## src/rtl/elastic_stage_reg.sv

```systemverilog
// Pipeline stage register with valid/ready handshake and a 2-entry skid buffer.
// The stage is flushable, in_ready is registered, and empty slots present a bubble control word.
module elastic_stage_reg #(
    parameter int unsigned       DATA_W      = 64,
    parameter int unsigned       CTRL_W      = 8,
    parameter logic [CTRL_W-1:0] CTRL_BUBBLE = '0
) (
    input  logic              clk,
    input  logic              reset,
    input  logic              flush,
    input  logic              in_valid,
    output logic              in_ready,
    input  logic [CTRL_W-1:0] in_ctrl,
    input  logic [DATA_W-1:0] in_data,
    output logic              out_valid,
    input  logic              out_ready,
    output logic [CTRL_W-1:0] out_ctrl,
    output logic [DATA_W-1:0] out_data,
    output logic [1:0]        level
);

    logic              main_v, skid_v;
    logic [CTRL_W-1:0] main_ctrl, skid_ctrl;
    logic [DATA_W-1:0] main_data, skid_data;

    logic              main_v_n, skid_v_n;
    logic [CTRL_W-1:0] main_ctrl_n, skid_ctrl_n;
    logic [DATA_W-1:0] main_data_n, skid_data_n;

    logic push, pop;

    assign push = in_valid & in_ready;
    assign pop  = main_v & out_ready;

    always_comb begin
        main_v_n    = main_v;
        skid_v_n    = skid_v;
        main_ctrl_n = main_ctrl;
        skid_ctrl_n = skid_ctrl;
        main_data_n = main_data;
        skid_data_n = skid_data;
        if (flush) begin
            main_v_n    = 1'b0;
            skid_v_n    = 1'b0;
            main_ctrl_n = CTRL_BUBBLE;
            skid_ctrl_n = CTRL_BUBBLE;
        end else if (pop && skid_v) begin
            // Skid always drains into main before any newer input, keeping FIFO order.
            main_ctrl_n = skid_ctrl;
            main_data_n = skid_data;
            skid_v_n    = 1'b0;
        end else if (pop && push) begin
            main_ctrl_n = in_ctrl;
            main_data_n = in_data;
        end else if (pop) begin
            main_v_n    = 1'b0;
        end else if (push && !main_v) begin
            main_v_n    = 1'b1;
            main_ctrl_n = in_ctrl;
            main_data_n = in_data;
        end else if (push) begin
            skid_v_n    = 1'b1;
            skid_ctrl_n = in_ctrl;
            skid_data_n = in_data;
        end
    end

    always_ff @(posedge clk) begin
        if (!reset) begin
            main_v    <= 1'b0;
            skid_v    <= 1'b0;
            main_ctrl <= CTRL_BUBBLE;
            skid_ctrl <= CTRL_BUBBLE;
            main_data <= '0;
            skid_data <= '0;
            in_ready  <= 1'b0;
        end else begin
            main_v    <= main_v_n;
            skid_v    <= skid_v_n;
            main_ctrl <= main_ctrl_n;
            skid_ctrl <= skid_ctrl_n;
            main_data <= main_data_n;
            skid_data <= skid_data_n;
            in_ready  <= !skid_v_n;
        end
    end

    assign out_valid = main_v;
    assign out_ctrl  = main_v ? main_ctrl : CTRL_BUBBLE;
    assign out_data  = main_data;
    assign level     = {1'b0, main_v} + {1'b0, skid_v};

    no_push_when_full: assert property (@(posedge clk) disable iff (!reset) !(push && skid_v));

endmodule

```

## config.mk

```make
export PLATFORM = sky130hd
export DESIGN_NAME = elastic_stage_reg
export DESIGN_NICKNAME = d
export VERILOG_FILES = /design/src/rtl/elastic_stage_reg.sv
export SDC_FILE = /design/constraint.sdc
export NUM_CORES = 1
export LEC_CHECK = 0
export CAP_MARGIN = 20
export CORE_ASPECT_RATIO = 0.5
export CORE_UTILIZATION = 54
export DETAILED_ROUTE_END_ITERATION = 10
export PLACE_DENSITY = 0.86
export RECOVER_POWER = 100
export SLEW_MARGIN = 20
export SYNTH_ARGS = -nofsm -noshare
export SYNTH_HDL_FRONTEND = slang
export SYNTH_SLANG_ARGS = --single-unit
```

## constraint.sdc

```tcl
create_clock -name clk -period 4 [get_ports clk]
set_clock_uncertainty 0.2 [all_clocks]
set_input_delay 0.6 -clock clk [delete_from_list [all_inputs] [get_ports clk]]
set_output_delay 0.6 -clock clk [all_outputs]
set_load 0.005 [all_outputs]
```

==> results.md <==
- DRC: 0
- Synth cell types: 23
- Status: finished, violations left
- Final number of hold-violating endpoints: 0
- Maximum clock path buffer count: 2
- R2r setup slk: 870 ps
- Layout fillers: ~830
- Slew Viols, Final: 74
- Slew at the pin with the worst max-slew slack: between 1500 and 2000 ps
- Final core occ: 73.29%
- First-pass GRT wire length: 30.06 mm
- Vias in the first global route: 6151
- Core area: roughly 12000 um2
- Syn avg cell area: 8.601 um2
- Crit share post-route: between 70% and 80%
- Std cell rows: 28
- Largest net degree at the start of global routing: 85
- Clock Latency Late Sink: 420 ps
- Sequential-to-total area share from yosys stat: around 44%
- Startpoint class of the critical path: input port
- Reg2reg start: out_valid$_SDFFE_PP0P_
- Post-CTS Resized: 0
- Root Driver: clkbuf_16
- PwrDens: 419.6 nW/um2
- Initial antenna violation count: 0
- CTS HTree Levels: 4
- Final std cells w/o fill: 1042
- Hold endpoint: skid_ctrl[0]$_SDFFE_PP0P_
- Failing checks: max-capacitance violations, max-slew violations
- CTS Buf Count: 17
- Hold Crit Depth: 2
- Initial Utilization: 55.84%
- Chip height: 80.36 um
- CP endpoint kind: flip-flop
- Hold WC Path Type: flip-flop to flip-flop
- Total GRT Usage: 29.48%
- Layout cells sized above 1: 12.54%
- VDD IR max: 0.0002589 V
- Drt via density: ~6.2
- Syn Inst Count: 771
- Post-route setup TNS: 0 ps
- Total gr overflow: 0
- CTS tree: yes
- Layout Area Growth over Synthesis: 31.26%
- Arrival @ worst endpoint: 3270 ps
- Kind of critical path: input port to flip-flop
- Post-CTS setup buffer count: 0
- Die area: 12750 um2
- Antenna viol nets, final: 0
- Inst Count DP: 1010
- Hold buffer count at cts: 0
- Final setup vio count: 0
- Synth area leader: dfxtp_1
- Avg WL per Cell: ~18 um
- Post-synthesis sequential element count: 147
- Gpl congestion: 0.8080
- Routed WL: 18.85 mm
- Hold path startpoint: skid_ctrl[0]$_SDFFE_PP0P_
- Io pins: 153
- Fin nets: 942
- Max FO, Critical Path: 38
- Top post-synthesis cells by area: dfxtp_1, a311oi_2, nand2_1
- FF-to-FF End: main_ctrl[5]$_SDFFE_PP0P_
- Die width: ~160 um
- Clock sinks: 147
- Dpl hpwl: 10.95 mm
- Inserted Diodes: 0
- Syn Std Cell Area: 6631 um2
- Worst slew margin relative to its limit: -10.36%
- Max-Cap Viols: 1
- Unrepaired setup endpoints after global routing: no
- WP data required: 4120 ps
- Top cell type's share of synthesized area: 44.38%
- Start point of the critical path: flush
- PortBufs: 152
- Yosys warns: 0
- CTS clk-pin slew, worst paths: 60 ps
- Leak: 0.003040 uW
- Tmin final: 3150 ps
- Worst r2r path cells: 4
- Syn Nets: 849
- Fmax: 317.4 MHz
- 1st-iter DRT viols: 576
- Total number of vias: 6454
- 1st-pass router iterations: 5
[state kept, by name, indices dropped and copies added (netlist names)]
register   count
skid_ctrl      8
out_valid      1
skid_v         1
in_ready       1
main_ctrl      8
skid_data     64
out_data      64
[where the power goes]
part	internal, uW	switching (uW)
clock network	1130	634
logic	177	188
registers	1500	23.6
[layout make-up]
type / count / area (um2) / area share (%)
Tap cell: 165 / 206.4 / 2.372
Timing Repair Buffer: 166 / 1664 / 19.12
Multi-Input combinational cell: 529 / 3224 / 37.04
Clock buffer: 20 / 446.7 / 5.132
Sequential cell: 147 / 2943 / 33.81
Clock inverter: 12 / 201.4 / 2.314
Inverter: 3 / 18.77 / 0.2156
[metal layers]
layer  vias up  wire length (um)  track usage, %
li1       3009                 -               -
met3        27              1202           5.165
met1      3155              8040           36.78
met2       263              9314           50.66
met4         0               294           13.01
met5         -                 0               0
[cells in the final DEF, fill, tap and decap left out, drive strengths merged]
cell / count
nand2: 162
dfxtp: 147
a21oi: 81
clkdlybuf4s50: 79
dlygate4sd3: 72
a311oi: 72
a31oi: 65
o21ai: 65
nand3: 65
clkbuf: 23
buf: 12
and2: 10
bufinv: 5
inv: 5
clkinv: 3
clkinvlp: 2
and3: 2
a22o: 1
nand2b: 1
and4b: 1
nand4b: 1
a211oi: 1
nor2: 1
ha: 1
[how the worst max path moves through the flow]
stage,to,depth (start not counted)
2_1_floorplan,out_data[0]$_SDFFE_PN0P_,4
3_3_place_gp,main_ctrl[4]$_SDFFE_PP0P_,5
3_5_place_dp,main_ctrl[5]$_SDFFE_PP0P_,5
4_1_cts,level[0],2
5_1_grt,main_ctrl[3]$_SDFFE_PP0P_,5
6_report,main_ctrl[5]$_SDFFE_PP0P_,5
[critical path, stage by stage]
cell	delay (ps)
clkbuf_1	140
inv_4	330
clkbuf_1	970
nand2_1	710
a311oi_1	470
[synthesized netlist by cell type, drive strengths merged]
master / number
nand4b: 1
inv: 3
nor2: 1
and3: 2
nand3: 65
ha: 1
and2: 10
nand2b: 1
clkbuf: 40
o21ai: 65
buf: 52
a22o: 1
a21oi: 81
and4b: 1
a211oi: 1
dfxtp: 147
a311oi: 72
nand2: 162
a31oi: 65
[kinds of logic after synthesis]
group,share of synthesized area (%)
flip-flops,44.38
adder cells (fa/ha/maj),0.1886
AND/OR/NAND/NOR,15.72
buffers and inverters,7.151
AO/OA/AOI/OAI,32.57
[per-stage QoR]
stage | power [uW] | hold slack [ps] | worst slack (ps) | cell area (um2)
finish | 3653 | 257.2 | 849.7 | 8705
global route | 3751 | 283.6 | 679.7 | 8705
CTS | 3671 | 258.5 | 1341 | 8713
detailed placement | 1935 | 249.2 | 1076 | 8065
global placement | 1925 | 242.8 | 1166 | 8065
floorplan | 1744 | 236.6 | 2244 | 6631
(Power assumes the default switching activity.)
